`src/rtl/mem_req_arbiter.sv`:
```
// Round-robin arbiter sharing the single mem_ctrl command port among NUM_REQ requesters.
// Optional row-hit priority with a starvation cap is enabled by defining ARB_ROW_HIT_PRIO_EN.
module mem_req_arbiter #(
  parameter int NUM_REQ    = 4,
  parameter int CMD_HOLD   = 8,
  parameter int WR_HOLD    = 4,
  parameter int RD_TIMEOUT = 64
) (
  input  logic                    clk,
  input  logic                    rst_n,
  input  logic [NUM_REQ-1:0]      req_vld,
  input  logic [NUM_REQ-1:0]      req_rdnwr,
  input  logic [NUM_REQ*16-1:0]   req_addr,
  input  logic [NUM_REQ*32-1:0]   req_wdata,
  output logic [NUM_REQ-1:0]      req_rdy,
  output logic [NUM_REQ-1:0]      rsp_vld,
  output logic [31:0]             rsp_rdata,
  output logic                    rsp_err,
  output logic                    mc_cmd_n,
  output logic                    mc_rdnwr,
  output logic [15:0]             mc_addr,
  output logic                    mc_data_in_vld,
  output logic [31:0]             mc_data_in,
  input  logic [31:0]             mc_data_out,
  input  logic                    mc_data_out_vld
);

  localparam int MAX_A   = (CMD_HOLD > WR_HOLD) ? CMD_HOLD : WR_HOLD;
  localparam int MAX_CNT = (MAX_A > RD_TIMEOUT) ? MAX_A : RD_TIMEOUT;
  localparam int CNT_W   = $clog2(MAX_CNT + 1);
  localparam int PTR_W   = $clog2(NUM_REQ);

  typedef enum logic [2:0] {IDLE, ISSUE, WAIT_WR, WAIT_RD, RESP} state_e;

  state_e                state_q, state_d;
  logic [CNT_W-1:0]      cnt_q, cnt_d;
  logic [PTR_W-1:0]      ptr_q;
  logic [PTR_W-1:0]      owner_q;
  logic [PTR_W-1:0]      winner;
  logic                  accept;
  logic [15:0]           sel_addr;
  logic [31:0]           sel_wdata;
  logic                  sel_rdnwr;
  logic                  rdnwr_nxt;
  logic [NUM_REQ-1:0]    owner_oh;

  logic                  mc_cmd_n_q, mc_rdnwr_q, mc_data_in_vld_q;
  logic [15:0]           mc_addr_q;
  logic [31:0]           mc_data_in_q;
  logic [NUM_REQ-1:0]    rsp_vld_q;
  logic [31:0]           rsp_rdata_q;
  logic                  rsp_err_q;

  function automatic logic [PTR_W-1:0] rr_pick(input logic [NUM_REQ-1:0] mask,
                                               input logic [PTR_W-1:0]   start);
    logic [PTR_W-1:0] pick;
    logic             found;
    int               idx;
    pick  = start;
    found = 1'b0;
    for (int k = 0; k < NUM_REQ; k++) begin
      idx = (int'(start) + k) % NUM_REQ;
      if (!found && mask[idx]) begin
        found = 1'b1;
        pick  = PTR_W'(idx);
      end
    end
    return pick;
  endfunction

`ifdef ARB_ROW_HIT_PRIO_EN
  logic [3:0]         last_row_q;
  logic               last_row_vld_q;
  logic [2:0]         hit_cnt_q;
  logic [NUM_REQ-1:0] hit_mask;
  logic               use_hit;

  // Requesters hitting the open row win, until four hit grants in a row force plain round-robin.
  always_comb begin
    hit_mask = '0;
    for (int i = 0; i < NUM_REQ; i++) begin
      hit_mask[i] = req_vld[i] && last_row_vld_q && (req_addr[16*i+12 +: 4] == last_row_q);
    end
    use_hit = (|hit_mask) && (hit_cnt_q < 3'd4);
    winner  = use_hit ? rr_pick(hit_mask, ptr_q) : rr_pick(req_vld, ptr_q);
  end

  always_ff @(posedge clk or negedge rst_n) begin
    if (!rst_n) begin
      last_row_q     <= '0;
      last_row_vld_q <= 1'b0;
      hit_cnt_q      <= '0;
    end else if (accept) begin
      last_row_q     <= sel_addr[15:12];
      last_row_vld_q <= 1'b1;
      hit_cnt_q      <= use_hit ? hit_cnt_q + 3'd1 : 3'd0;
    end
  end
`else
  always_comb begin
    winner = rr_pick(req_vld, ptr_q);
  end
`endif

  always_comb begin
    sel_addr  = '0;
    sel_wdata = '0;
    sel_rdnwr = 1'b0;
    owner_oh  = '0;
    for (int i = 0; i < NUM_REQ; i++) begin
      if (winner == PTR_W'(i)) begin
        sel_addr  = req_addr[16*i +: 16];
        sel_wdata = req_wdata[32*i +: 32];
        sel_rdnwr = req_rdnwr[i];
      end
      owner_oh[i] = (owner_q == PTR_W'(i));
    end
  end

  always_comb begin
    state_d = state_q;
    cnt_d   = cnt_q;
    req_rdy = '0;
    accept  = 1'b0;
    case (state_q)
      IDLE: begin
        if (|req_vld) begin
          req_rdy[winner] = 1'b1;
          accept          = 1'b1;
          cnt_d           = '0;
          state_d         = ISSUE;
        end
      end
      ISSUE: begin
        if (cnt_q == CNT_W'(CMD_HOLD - 1)) begin
          cnt_d   = '0;
          state_d = mc_rdnwr_q ? WAIT_RD : WAIT_WR;
        end else begin
          cnt_d = cnt_q + CNT_W'(1);
        end
      end
      WAIT_WR: begin
        if (cnt_q == CNT_W'(WR_HOLD - 1)) begin
          cnt_d   = '0;
          state_d = RESP;
        end else begin
          cnt_d = cnt_q + CNT_W'(1);
        end
      end
      WAIT_RD: begin
        if (mc_data_out_vld || (cnt_q == CNT_W'(RD_TIMEOUT - 1))) begin
          cnt_d   = '0;
          state_d = RESP;
        end else begin
          cnt_d = cnt_q + CNT_W'(1);
        end
      end
      RESP:    state_d = IDLE;
      default: state_d = IDLE;
    endcase
    rdnwr_nxt = accept ? sel_rdnwr : mc_rdnwr_q;
  end

  // Outputs are registered from the next state so they line up with the state they describe.
  always_ff @(posedge clk or negedge rst_n) begin
    if (!rst_n) begin
      state_q          <= IDLE;
      cnt_q            <= '0;
      ptr_q            <= '0;
      owner_q          <= '0;
      mc_cmd_n_q       <= 1'b1;
      mc_rdnwr_q       <= 1'b0;
      mc_addr_q        <= '0;
      mc_data_in_vld_q <= 1'b0;
      mc_data_in_q     <= '0;
      rsp_vld_q        <= '0;
      rsp_rdata_q      <= '0;
      rsp_err_q        <= 1'b0;
    end else begin
      state_q <= state_d;
      cnt_q   <= cnt_d;
      if (accept) begin
        owner_q      <= winner;
        mc_rdnwr_q   <= sel_rdnwr;
        mc_addr_q    <= sel_addr;
        mc_data_in_q <= sel_rdnwr ? 32'd0 : sel_wdata;
      end
      mc_cmd_n_q       <= (state_d != ISSUE);
      mc_data_in_vld_q <= ((state_d == ISSUE) && !rdnwr_nxt) || (state_d == WAIT_WR);
      rsp_vld_q        <= (state_d == RESP) ? owner_oh : '0;
      rsp_rdata_q      <= ((state_q == WAIT_RD) && mc_data_out_vld) ? mc_data_out : 32'd0;
      rsp_err_q        <= (state_q == WAIT_RD) && !mc_data_out_vld &&
                          (cnt_q == CNT_W'(RD_TIMEOUT - 1));
      if (state_q == RESP) begin
        ptr_q <= (owner_q == PTR_W'(NUM_REQ - 1)) ? '0 : owner_q + PTR_W'(1);
      end
    end
  end

  assign mc_cmd_n       = mc_cmd_n_q;
  assign mc_rdnwr       = mc_rdnwr_q;
  assign mc_addr        = mc_addr_q;
  assign mc_data_in_vld = mc_data_in_vld_q;
  assign mc_data_in     = mc_data_in_q;
  assign rsp_vld        = rsp_vld_q;
  assign rsp_rdata      = rsp_rdata_q;
  assign rsp_err        = rsp_err_q;

endmodule
```
`config.mk`:
```
export PLATFORM = sky130hd
export DESIGN_NAME = mem_req_arbiter
export DESIGN_NICKNAME = d
export VERILOG_FILES = /design/src/rtl/mem_req_arbiter.sv
export SDC_FILE = /design/constraint.sdc
export NUM_CORES = 1
export LEC_CHECK = 0
export BUFFER_PORTS_ARGS = -buffer_cell sky130_fd_sc_hd__clkbuf_2
export CELL_PAD_IN_SITES_DETAIL_PLACEMENT = 1
export CELL_PAD_IN_SITES_GLOBAL_PLACEMENT = 1
export CORE_MARGIN = 1
export CORE_UTILIZATION = 27
export CTS_CLUSTER_DIAMETER = 80
export CTS_CLUSTER_SIZE = 10
export DETAILED_ROUTE_END_ITERATION = 10
export PLACE_DENSITY_LB_ADDON = 0.25
export SYNTH_ARGS = -nofsm -noshare
export SYNTH_HDL_FRONTEND = slang
export SYNTH_SLANG_ARGS = --single-unit
export TNS_END_PERCENT = 20
```
`constraint.sdc`:
```
create_clock -name clk -period 2.48 [get_ports clk]
set_input_delay 0.248 -clock clk [delete_from_list [all_inputs] [get_ports clk]]
set_output_delay 0.248 -clock clk [all_outputs]
set_load 0.005 [all_outputs]
```
**Yosys cells after proc, flatten, opt, wreduce, memory -nomap -nowiden**

Index checks and enable logic that the tools add are counted.
Widths: inputs -> output; s select.

- Bits in registers: 102
- Bits of input ports: 235
- Output and inout bits: 92

- Add/sub/neg operators: 5
- Order comparisons: 6
- Eq/ne operators: 18
- Mux-type cells: 51
- Bitwise operators: 3
- Reduce and logical (&&, ||, !) cells: 24

Operator list:

| cell | number |
|---|---|
| $mux 32 | 6 |
| $mux 16 | 4 |
| $mux 7 | 4 |
| $pmux 7 s4 | 1 |
| $mux 1 | 19 |
| $lt 3x4->1 const B | 3 |
| $mux 3 | 4 |
| $mux 4 | 3 |
| $pmux 3 s4 | 1 |
| $eq 3x2->1 const B | 3 |
| $bmux 1 s2 | 4 |
| $eq 2x2->1 const B | 4 |
| $logic_and 1x1->1 | 8 |
| $mux 2 | 4 |
| $add 7x1->7 const B | 1 |
| $eq 7x2->1 const B | 1 |
| $eq 7x3->1 const B | 1 |
| $eq 7x6->1 const B | 1 |
| $eq 3x1->1 const B | 2 |
| $eq 3x3->1 const B | 2 |
| $lt 2x3->1 const B | 2 |
| $reduce_or 2->1 | 3 |
| $logic_not 1->1 | 5 |
| $add 2x1->2 const B | 2 |
| 13 further kinds | 19 |

**Longest topological paths before layout**

Gate-level depths: netlist of run 1.

- Word-level depth: 23
- Depth in mapped cells: 7
- Depth with buffers taken out: 6

**Worst setup path before layout of run 1**

No wires, ideal clock.

- Kind: register -> output
- Start: reg state_q[2]
- End: out req_rdy[1]
- Data arrival time: 1.830 ns
- Data required time: 2.232 ns
- Setup slack: 0.402 ns
- Stages on the path, launching flop included: 8
- Cells stage by stage: dfrtp_1 > buf_6 > or4_1 > clkbuf_1 > or3_1 > buf_2 > buf_2 > nor2_1

- Word-level cells in the longest chain between the ends: 2

Ends and longest elaborated chain:

| what | line | RTL |
|---|---|---|
| from (decl) | 35 | `state_e state_q, state_d;` |
| from (signal assigned) | 180 | `state_q <= state_d;` |
| $logic_not 3->1 | 125 | `case (state_q)` |
| $mux 4 | 125 |  |
| to (decl) | 15 | `output logic [NUM_REQ-1:0] req_rdy,` |

No other way between the ends.

**Final worst setup path of run 1**

- Start: reg state_q[1]
- End: out req_rdy[0]

Same word-level chain as after synthesis.

==> impl_metrics.py, run 1 <==
metrics = {
    "synthesis": {
        "synth-edff-count": 0,
        "ys_dominant_reg_cell": "dfrtp_1",
        "syn_inst": 540,
        "synth.area.top_cells": "dfrtp_1 (44%), mux2i_1 (17%), nor2b_1 (7.8%)",
        "ys_seq_area_frac": 0.447,
        "synth_area_leader_cell": "dfrtp_1",
        "yosys_warnings": 0,
        "synth_fp_nets": 780,
        "yosysUniqueCellTypes": 47,
        "synth_top_area_frac": 0.443,
        "syn_area_um2": 5710,
        "synth.avg_cell_area_um2": 10.6,
        "async_flop_share": 1.00,
        "ys_seq_elements": 102,
    },
    "floorplan": {
        "initial_core_util": 0.279,
        "pin_count": 327,
        "fp.dieH_um": 147,
        "die_area_um2": 21700,
        "core_um2": 20500,
        "rows": 52,
        "die_width_um": 147,
    },
    "timing": {
        "relSlewSlack": 0.390,
        "post-route-period-util": 0.973,
        "fin_ws_ps": 66.8,
        "rsz0062_at_grt": "false",
        "finalSetupViolations": 0,
        "hold_ws_ps": 81.0,
        "final_max_slew_viol_count": 0,
        "skew_ps": 13.4,
        "max_slew.worst_pin.slew_ps": 915,
        "hold_violations": 0,
        "fmax_mhz": 414,
        "fin_crit_ps": 2410,
        "finalSetupTns_ps": 0,
    },
    "layout": {
        "utilization": 0.392,
        "fin_area_um2": 8040,
        "finalNonFillerCells": 1138,
        "n_fill_cell": 2463,
        "final_common_cell": "clkbuf_2",
        "drive_above_1_share": 0.447,
        "nets": 1103,
        "n_antenna_cell": 0,
        "regArea_um2": 2550,
        "synthToLayoutAreaGrowth_pct": 40.9,
        "multiInputGateArea_um2": 2930,
        "layout_common_cells": "clkbuf_2 (324), dfrtp_1 (100), mux2i_1 (99)",
    },
    "cts": {
        "cts_tree": "yes",
        "clk_latency_ps": 360,
        "clock_path_buffers": 2,
        "h-tree-depth": 3,
        "worst_setup_hold_path_clk_slew_ps": 90,
        "cts_made_buffers": 9,
        "cts_root_buffer": "clkbuf_16",
        "cts_sinks": 102,
    },
    "placed_design": {
        "dp_cells": 1116,
        "dpl_cell_area_um2": 7680,
        "finalWeightedCongestion": 0.802,
        "dpl.hpwl_um": 15500,
        "io_buffers": 326,
        "post-place-ws_ps": 194,
    },
    "global_route": {
        "track_usage": 0.189,
        "grt_pass1_vias": 5760,
        "antenna_found_initial": 0,
        "grt_max_degree": 51,
        "grt_overflow": 0,
        "grt_pass1_wl_um": 31600,
    },
    "pwr": {
        "ir_drop_uv": 329,
        "switching_share": 0.392,
        "seq_power_share": 0.336,
        "p_leak_nw": 4.46,
        "internal-power_mw": 4.59,
        "p_clk_frac": 0.197,
        "power_switching_mw": 2.96,
        "p_comb_frac": 0.467,
        "power_mw": 7.55,
        "power.density_nw_per_um2": 939,
    },
    "worst_setup_path": {
        "required_ps": 2230,
        "crit_arrival_ps": 2170,
        "reg2reg_slack_ps": 240,
        "regToRegStartpoint": "state_q[1]",
        "worstReg2RegEnd": "mc_addr[2]",
        "cp_max_fo": 8,
        "worstSetupPathType": "register to output port",
        "start_kind": "register",
        "reg2regPathDepth": 5,
        "end_kind": "output port",
        "startpoint": "state_q[1]",
        "critPathCapture": "req_rdy[0]",
    },
    "detailed_routing": {
        "dr.pass1.iters": 4,
        "ant_nets": 0,
        "dr_total_vias": 5447,
        "drcViolationCount": 0,
        "viasPerCell": 4.79,
        "drt_iter0_markers": 162,
        "routed_wl_um": 20500,
        "wl_per_cell_um": 18.0,
    },
    "worst_hold_path": {
        "hp-class": "primary input to register",
    },
    "run": {
        "maxCapViolations": 0,
    },
    "outcome": {
        "outcome": "completed",
    },
}
-- routing by layer --
layer	wire length [um]	share of wire	GRT usage	vias to the layer above
met5	0	0	0	-
met2	10100	0.49	0.325	196
met1	8660	0.42	0.232	2653
met3	1290	0.063	0.0429	23
met4	392	0.019	0.0624	0
li1	-	-	-	2575
-- cell families (layout without fill, tap and decap cells) --
logic type | after synthesis | after routing | share of synthesized area
fa+ha+maj | 5 | 5 | 0.0110
simple gates | 201 | 201 | 0.196
xor+xnor | 2 | 2 | 0.00307
buf+inv | 48 | 376 | 0.0436
compound gates | 79 | 79 | 0.118
flops | 102 | 102 | 0.447
mux | 103 | 103 | 0.181
-- power groups by stage --
stage	logic [mW]	registers, mW	clock network [mW]
after floorplan	2.10	2.55	0
after global placement	3.47	2.55	0
after detailed placement	3.54	2.57	0
after CTS	3.55	2.54	1.56
after global routing	3.88	2.60	1.62
final	3.53	2.53	1.49
-- Yosys cell counts (3+ instances only) --
master / instances
a211o_1: 3
a21o_1: 3
and2_1: 36
buf_2: 19
buf_6: 6
clkbuf_1: 16
dfrtp_1: 101
ha_1: 5
inv_1: 7
mux2_2: 4
mux2i_1: 99
nand2_1: 57
nand2b_1: 3
nand3_1: 6
nor2_1: 6
nor2b_1: 71
nor3_1: 4
o21ai_0: 7
o221ai_1: 45
o221ai_2: 5
or3_1: 3
-- registers in the layout, indices dropped and copies added, names as in the netlist --
register,count
cnt_q,7
mc_data_in,32
state_q,3
owner_q,2
mc_data_in_vld,1
ptr_q,2
mc_rdnwr,1
mc_addr,16
rsp_rdata,32
rsp_err,1
mc_cmd_n,1
rsp_vld,4
-- worst max-delay path, cell delays in order, from the launching register on --
cell and delay, ps:
dfrtp_2 440, or4_2 670, or3_4 460, nor2b_1 120, buf_2 130
-- timing repair --
action | CTS | global route
setup buffers | 0 | 5
hold buffers | 1 | 0
pin swaps | 0 | 1
hold endpoints to repair | 34 | 0
cloned | 0 | 0
gates resized for setup | 1 | 2
setup endpoints to repair | 2 | 2
-- worst min path at each step --
stage,from,end,depth (start not counted)
2_1_floorplan,rst_n,cnt_q[0],0
3_3_place_gp,rst_n,rsp_rdata[30],1
3_5_place_dp,rst_n,rsp_rdata[30],1
4_1_cts,mc_data_out[10],rsp_rdata[10],2
5_1_grt,mc_data_out[5],rsp_rdata[5],2
6_report,mc_data_out[10],rsp_rdata[10],2
-- final cells by class --
type / count / share of cell area
Multi-Input combinational cell: 390 / 0.365
Sequential cell: 102 / 0.318
Timing Repair Buffer: 353 / 0.233
Tap cell: 270 / 0.0420
Clock buffer: 9 / 0.0280
Clock inverter: 7 / 0.0110
Inverter: 7 / 0.00327
No activity file was read; power rests on OpenSTA's default activity.
==> inputs of run 2 (changes only) <==
Settings changed: CORE_MARGIN 1 to 2.
==> run 2 against run 1 <==
Against the previous run:
- wire length rose by 0.43%
- sequential share of layout area rose by 0.10 points
- clock skew fell by 4.2 ps
- hold slack improved by 21 ps
- critical path type unchanged
- largest cell class unchanged
==> impl_metrics.py, run 2 (same netlist as run 1, synthesis figures left out) <==
metrics = {
    "layout": {
        "nets": 1099,
        "finalNonFillerCells": 1139,
        "n_antenna_cell": 0,
        "final_common_cell": "clkbuf_2",
        "n_fill_cell": 2487,
        "drive_above_1_share": 0.444,
        "synthToLayoutAreaGrowth_pct": 40.4,
        "layout_common_cells": "clkbuf_2 (325), dfrtp_1 (100), mux2i_1 (99)",
    },
    "worst_hold_path": {
        "hp-class": "primary input to register",
        "hp-start": "mc_data_out[3]",
        "hold_depth": 2,
        "whs_endpoint": "rsp_rdata[3]",
    },
    "floorplan": {
        "die_width_um": 149,
        "die_area_um2": 22300,
        "rows": 53,
        "pin_count": 327,
        "fp.dieH_um": 149,
        "core_um2": 20900,
        "initial_core_util": 0.273,
    },
    "placed_design": {
        "dp_cells": 1122,
        "io_buffers": 326,
        "dpl.hpwl_um": 16100,
        "finalWeightedCongestion": 0.778,
        "post-place-ws_ps": 146,
    },
    "detailed_routing": {
        "viasPerCell": 4.71,
        "drcViolationCount": 0,
        "routed_wl_um": 20600,
        "wl_per_cell_um": 18.1,
        "dr.pass1.iters": 4,
        "dr_total_vias": 5363,
        "drt_iter0_markers": 100,
        "ant_nets": 0,
    },
    "worst_setup_path": {
        "reg2reg_slack_ps": 270,
        "crit_arrival_ps": 2200,
        "worstReg2RegEnd": "mc_data_in_vld",
        "required_ps": 2230,
        "worstSetupPathType": "register to output port",
        "cp_max_fo": 9,
        "reg2regPathDepth": 6,
        "start_kind": "register",
        "end_kind": "output port",
        "regToRegStartpoint": "state_q[0]",
    },
    "cts": {
        "cts_sinks": 102,
        "clk_latency_ps": 350,
        "postCtsSetupRepairBufs": 0,
        "clock_path_buffers": 2,
        "cts_made_buffers": 9,
        "cts_tree": "yes",
        "h-tree-depth": 3,
        "cts_root_buffer": "clkbuf_16",
        "worst_setup_hold_path_clk_slew_ps": 80,
    },
    "timing": {
        "post-route-period-util": 0.986,
        "finalSetupViolations": 0,
        "hold_violations": 0,
        "fin_crit_ps": 2440,
        "finalSetupTns_ps": 0,
        "relSlewSlack": 0.404,
        "hold_ws_ps": 102,
        "final_max_slew_viol_count": 0,
        "fin_ws_ps": 35.5,
        "max_slew.worst_pin.slew_ps": 894,
        "rsz0062_at_grt": "true",
        "skew_ps": 9.21,
        "fmax_mhz": 409,
    },
    "outcome": {
        "outcome": "completed",
    },
    "global_route": {
        "grt_overflow": 0,
        "grt_pass1_wl_um": 31000,
        "grt_pass1_vias": 5651,
        "grt_max_degree": 49,
        "track_usage": 0.179,
        "antenna_found_initial": 0,
    },
    "run": {
        "maxCapViolations": 0,
    },
    "pwr": {
        "p_leak_nw": 4.43,
        "power.density_nw_per_um2": 931,
        "ir_drop_uv": 376,
    },
}
==> run 2: worst max-delay path by stage <==
stage          startpoint         end  slack [ps]
2_1_floorplan  state_q[2]  req_rdy[1]         400
3_3_place_gp   state_q[2]  req_rdy[0]         210
3_5_place_dp   state_q[2]  mc_addr[9]         150
4_1_cts        state_q[2]  req_rdy[0]          20
5_1_grt        state_q[2]  req_rdy[0]         -50
6_report       state_q[2]  req_rdy[0]          40
==> run 2: timing repair <==
item	in CTS	in global routing
hold endpoints to repair	41	0
resized for setup	2	1
endpoints found under the setup margin	2	4
hold buffers	1	0
==> run 2: worst max-delay path: stages, from the launching register on <==
cell	delay (ps)
dfrtp_2	470
or4_2	690
or3_4	420
nor2b_1	140
clkbuf_2	120
==> run 2: final cells by class <==
cell class,instances,area (um^2),area share
clock inverter,7,65.1,0.00811
multi-input combinational,390,2940,0.367
inverter,7,26.3,0.00328
sequential,102,2550,0.319
tap,275,344,0.0429
clock buffer,9,225,0.0281
timing repair buffer,349,1860,0.232
==> run 2: per-stage QoR <==
step / instance area [um^2] / util / power (mW)
global route: 8020 / 0.384 / 8.06
global placement: 7700 / 0.369 / 6.10
floorplan: 5710 / - / 4.65
detailed placement: 7700 / 0.369 / 6.19
finish: 8020 / 0.384 / 7.46
CTS: 8010 / 0.383 / 7.64
==> run 2: layer usage <==
layer,GRT usage,vias up,part of all wire
met1,0.211,2565,0.40
met4,0.0552,0,0.019
met2,0.308,211,0.48
met3,0.0616,23,0.095
li1,-,2564,-
met5,0,-,0
==> run 2: power by group <==
| part | total, mW | switching, mW | internal (mW) |
|---|---|---|---|
| registers | 2.54 | 0.336 | 2.20 |
| logic | 3.53 | 1.87 | 1.67 |
| clock network | 1.39 | 0.682 | 0.705 |
| total | 7.46 | 2.89 | 4.58 |
==> inputs of run 3 (changes only) <==
Settings changed: ABC_AREA set to 1.
==> run 3 against run 2 <==
Against the previous run:
- the flow now finishes with violations (setup timing)
- register-to-register slack got worse by 250 ps
- combinational power increased by 99%
- setup slack worse by 43 ps
- highest routed layer unchanged
==> impl_metrics.py, run 3 <==
metrics = {
    "outcome": {
        "outcome": "finished, violations left",
        "violations": "setup timing",
    },
    "floorplan": {
        "initial_core_util": 0.276,
        "die_width_um": 151,
        "die_area_um2": 22700,
        "core_um2": 21100,
        "rows": 53,
        "pin_count": 327,
        "fp.dieH_um": 151,
    },
    "synthesis": {
        "synth_area_leader_cell": "dfrtp_1",
        "synth-edff-count": 0,
        "synth_top_area_frac": 0.434,
        "yosys_warnings": 0,
        "synth.area.top_cells": "dfrtp_1 (43%), nand2_1 (19%), inv_1 (5.7%)",
        "synth.avg_cell_area_um2": 7.26,
        "ys_dominant_reg_cell": "dfrtp_1",
        "syn_inst": 801,
        "yosysUniqueCellTypes": 37,
        "netlist_top_cells_count": "nand2_1 (291), dfrtp_1 (101), inv_1 (88)",
        "synth_fp_nets": 1041,
        "ys_seq_elements": 102,
        "ys_seq_area_frac": 0.439,
        "async_flop_share": 1.00,
        "syn_area_um2": 5820,
        "yosysMostFrequentCell": "nand2_1",
    },
    "layout": {
        "layout_common_cells": "clkbuf_2 (322), nand2_1 (274), dfrtp_1 (100)",
        "drive_above_1_share": 0.394,
        "multiInputGateArea_um2": 2820,
        "regArea_um2": 2550,
        "n_fill_cell": 2784,
        "n_antenna_cell": 0,
        "nets": 1390,
        "final_common_cell": "clkbuf_2",
        "synthToLayoutAreaGrowth_pct": 46.8,
        "fin_area_um2": 8540,
    },
    "worst_setup_path": {
        "start_kind": "register",
        "crit_arrival_ps": 2240,
        "reg2reg_slack_ps": 20,
        "end_kind": "output port",
        "cp_max_fo": 7,
        "worstSetupPathType": "register to output port",
        "regToRegStartpoint": "ptr_q[0]",
        "worstReg2RegEnd": "mc_addr[12]",
        "required_ps": 2230,
        "reg2regPathDepth": 15,
    },
    "cts": {
        "h-tree-depth": 3,
        "worst_setup_hold_path_clk_slew_ps": 90,
        "cts_made_buffers": 9,
        "clk_latency_ps": 360,
        "clock_path_buffers": 2,
        "cts_root_buffer": "clkbuf_16",
        "cts_sinks": 102,
        "cts_tree": "yes",
    },
    "detailed_routing": {
        "ant_nets": 0,
        "routed_wl_um": 24800,
        "drt_iter0_markers": 194,
        "viasPerCell": 4.61,
        "drcViolationCount": 0,
        "dr_total_vias": 6591,
        "wl_per_cell_um": 17.4,
        "dr.pass1.iters": 4,
    },
    "placed_design": {
        "finalWeightedCongestion": 0.858,
        "dpl.hpwl_um": 19600,
        "io_buffers": 326,
        "dpl_cell_area_um2": 7850,
        "post-place-ws_ps": 109,
    },
    "timing": {
        "finalSetupTns_ps": -7.01,
        "fin_ws_ps": -7.01,
        "final_max_slew_viol_count": 0,
        "skew_ps": 13.0,
        "fin_crit_ps": 2490,
        "relSlewSlack": 0.617,
        "max_slew.worst_pin.slew_ps": 569,
        "post-route-period-util": 1.00,
        "hold_violations": 0,
        "fmax_mhz": 402,
        "rsz0062_at_grt": "true",
        "finalSetupViolations": 1,
        "hold_ws_ps": 68.8,
    },
    "global_route": {
        "antenna_found_initial": 0,
        "grt_overflow": 0,
        "grt_pass1_wl_um": 36200,
        "grt_max_degree": 51,
        "track_usage": 0.210,
        "grt_pass1_vias": 6947,
    },
    "pwr": {
        "p_leak_nw": 4.94,
        "ir_drop_uv": 638,
        "power.density_nw_per_um2": 1290,
    },
    "worst_hold_path": {
        "hp-start": "mc_data_out[2]",
        "hold_depth": 3,
        "whs_endpoint": "rsp_rdata[2]",
        "hp-class": "primary input to register",
    },
    "run": {
        "maxCapViolations": 0,
    },
}
==> run 3: worst max-delay path, stage by stage, from the launching register on <==
cell      delay [ps]
dfrtp_2          470
buf_4            180
nand2_1           90
nand3_1           80
nand2_1          110
nand3_2          150
nand2_4          130
nand2_4           60
nand2_4          110
nand2_8           90
inv_6            100
nand2_1           60
nor2_1           120
clkbuf_2         130
==> run 3: timing repair <==
item                                    CTS  global route
endpoints found under the setup margin    4            54
gates cloned                              0             3
gates resized for setup                  13            49
hold buffers                              1             0
pin swaps                                 5            14
setup buffers                             3            11
hold endpoints to repair                 25             0
==> run 3: cell type report <==
class                   instances  area share
flip-flops and latches        102       0.299
repair buffers                375       0.249
clock inverters                 7      0.0101
well taps                     275      0.0403
clock buffers                   9      0.0264
multi-input cells             564       0.330
inverters                      98      0.0451
==> run 3: logic make-up (layout without fill, tap and decap cells) <==
kind of cell,count (synthesis),in the layout,share of synthesized area
adders and majority gates,5,5,0.0108
DFF,102,102,0.439
xor gates and xnor gates,4,4,0.00602
AOI/OAI and AO/OA,95,95,0.100
and+or+nand+nor,460,460,0.340
buffers and inverters,135,489,0.103
==> run 3: worst max-delay path by stage <==
| stage | from | endpoint | slack, ps | cells past startpoint |
|---|---|---|---|---|
| floorplan | ptr_q[0] | mc_data_in[29] | 420 | 16 |
| global placement | ptr_q[0] | mc_data_in[28] | 200 | 14 |
| detailed placement | ptr_q[0] | mc_data_in_vld | 110 | 17 |
| CTS | ptr_q[0] | req_rdy[2] | -3 | 15 |
| global route | ptr_q[0] | req_rdy[2] | -140 | 14 |
| finish | ptr_q[0] | req_rdy[2] | -7 | 13 |
==> run 3: metrics by stage <==
stage	instances	utilization	power (mW)
finish	1430	0.405	11.0
detailed placement	1396	0.372	8.87
global placement	1396	0.372	8.77
floorplan	801	-	6.48
global route	1430	0.405	12.0
CTS	1416	0.391	10.6
==> run 3: metal layers <==
layer,routed length (um),global-route usage
met2,12300,0.376
met5,0,0
met4,609,0.0636
met3,2130,0.0675
met1,9790,0.238
==> run 3: power by group <==
group          total (mW)  internal [mW]  leakage (nW)  switching (mW)
Combinational        7.02           2.71          3.44            4.30
Sequential           2.48           2.16          1.35           0.312
Clock                1.49          0.726         0.151           0.768
Total                11.0           5.60          4.94            5.38
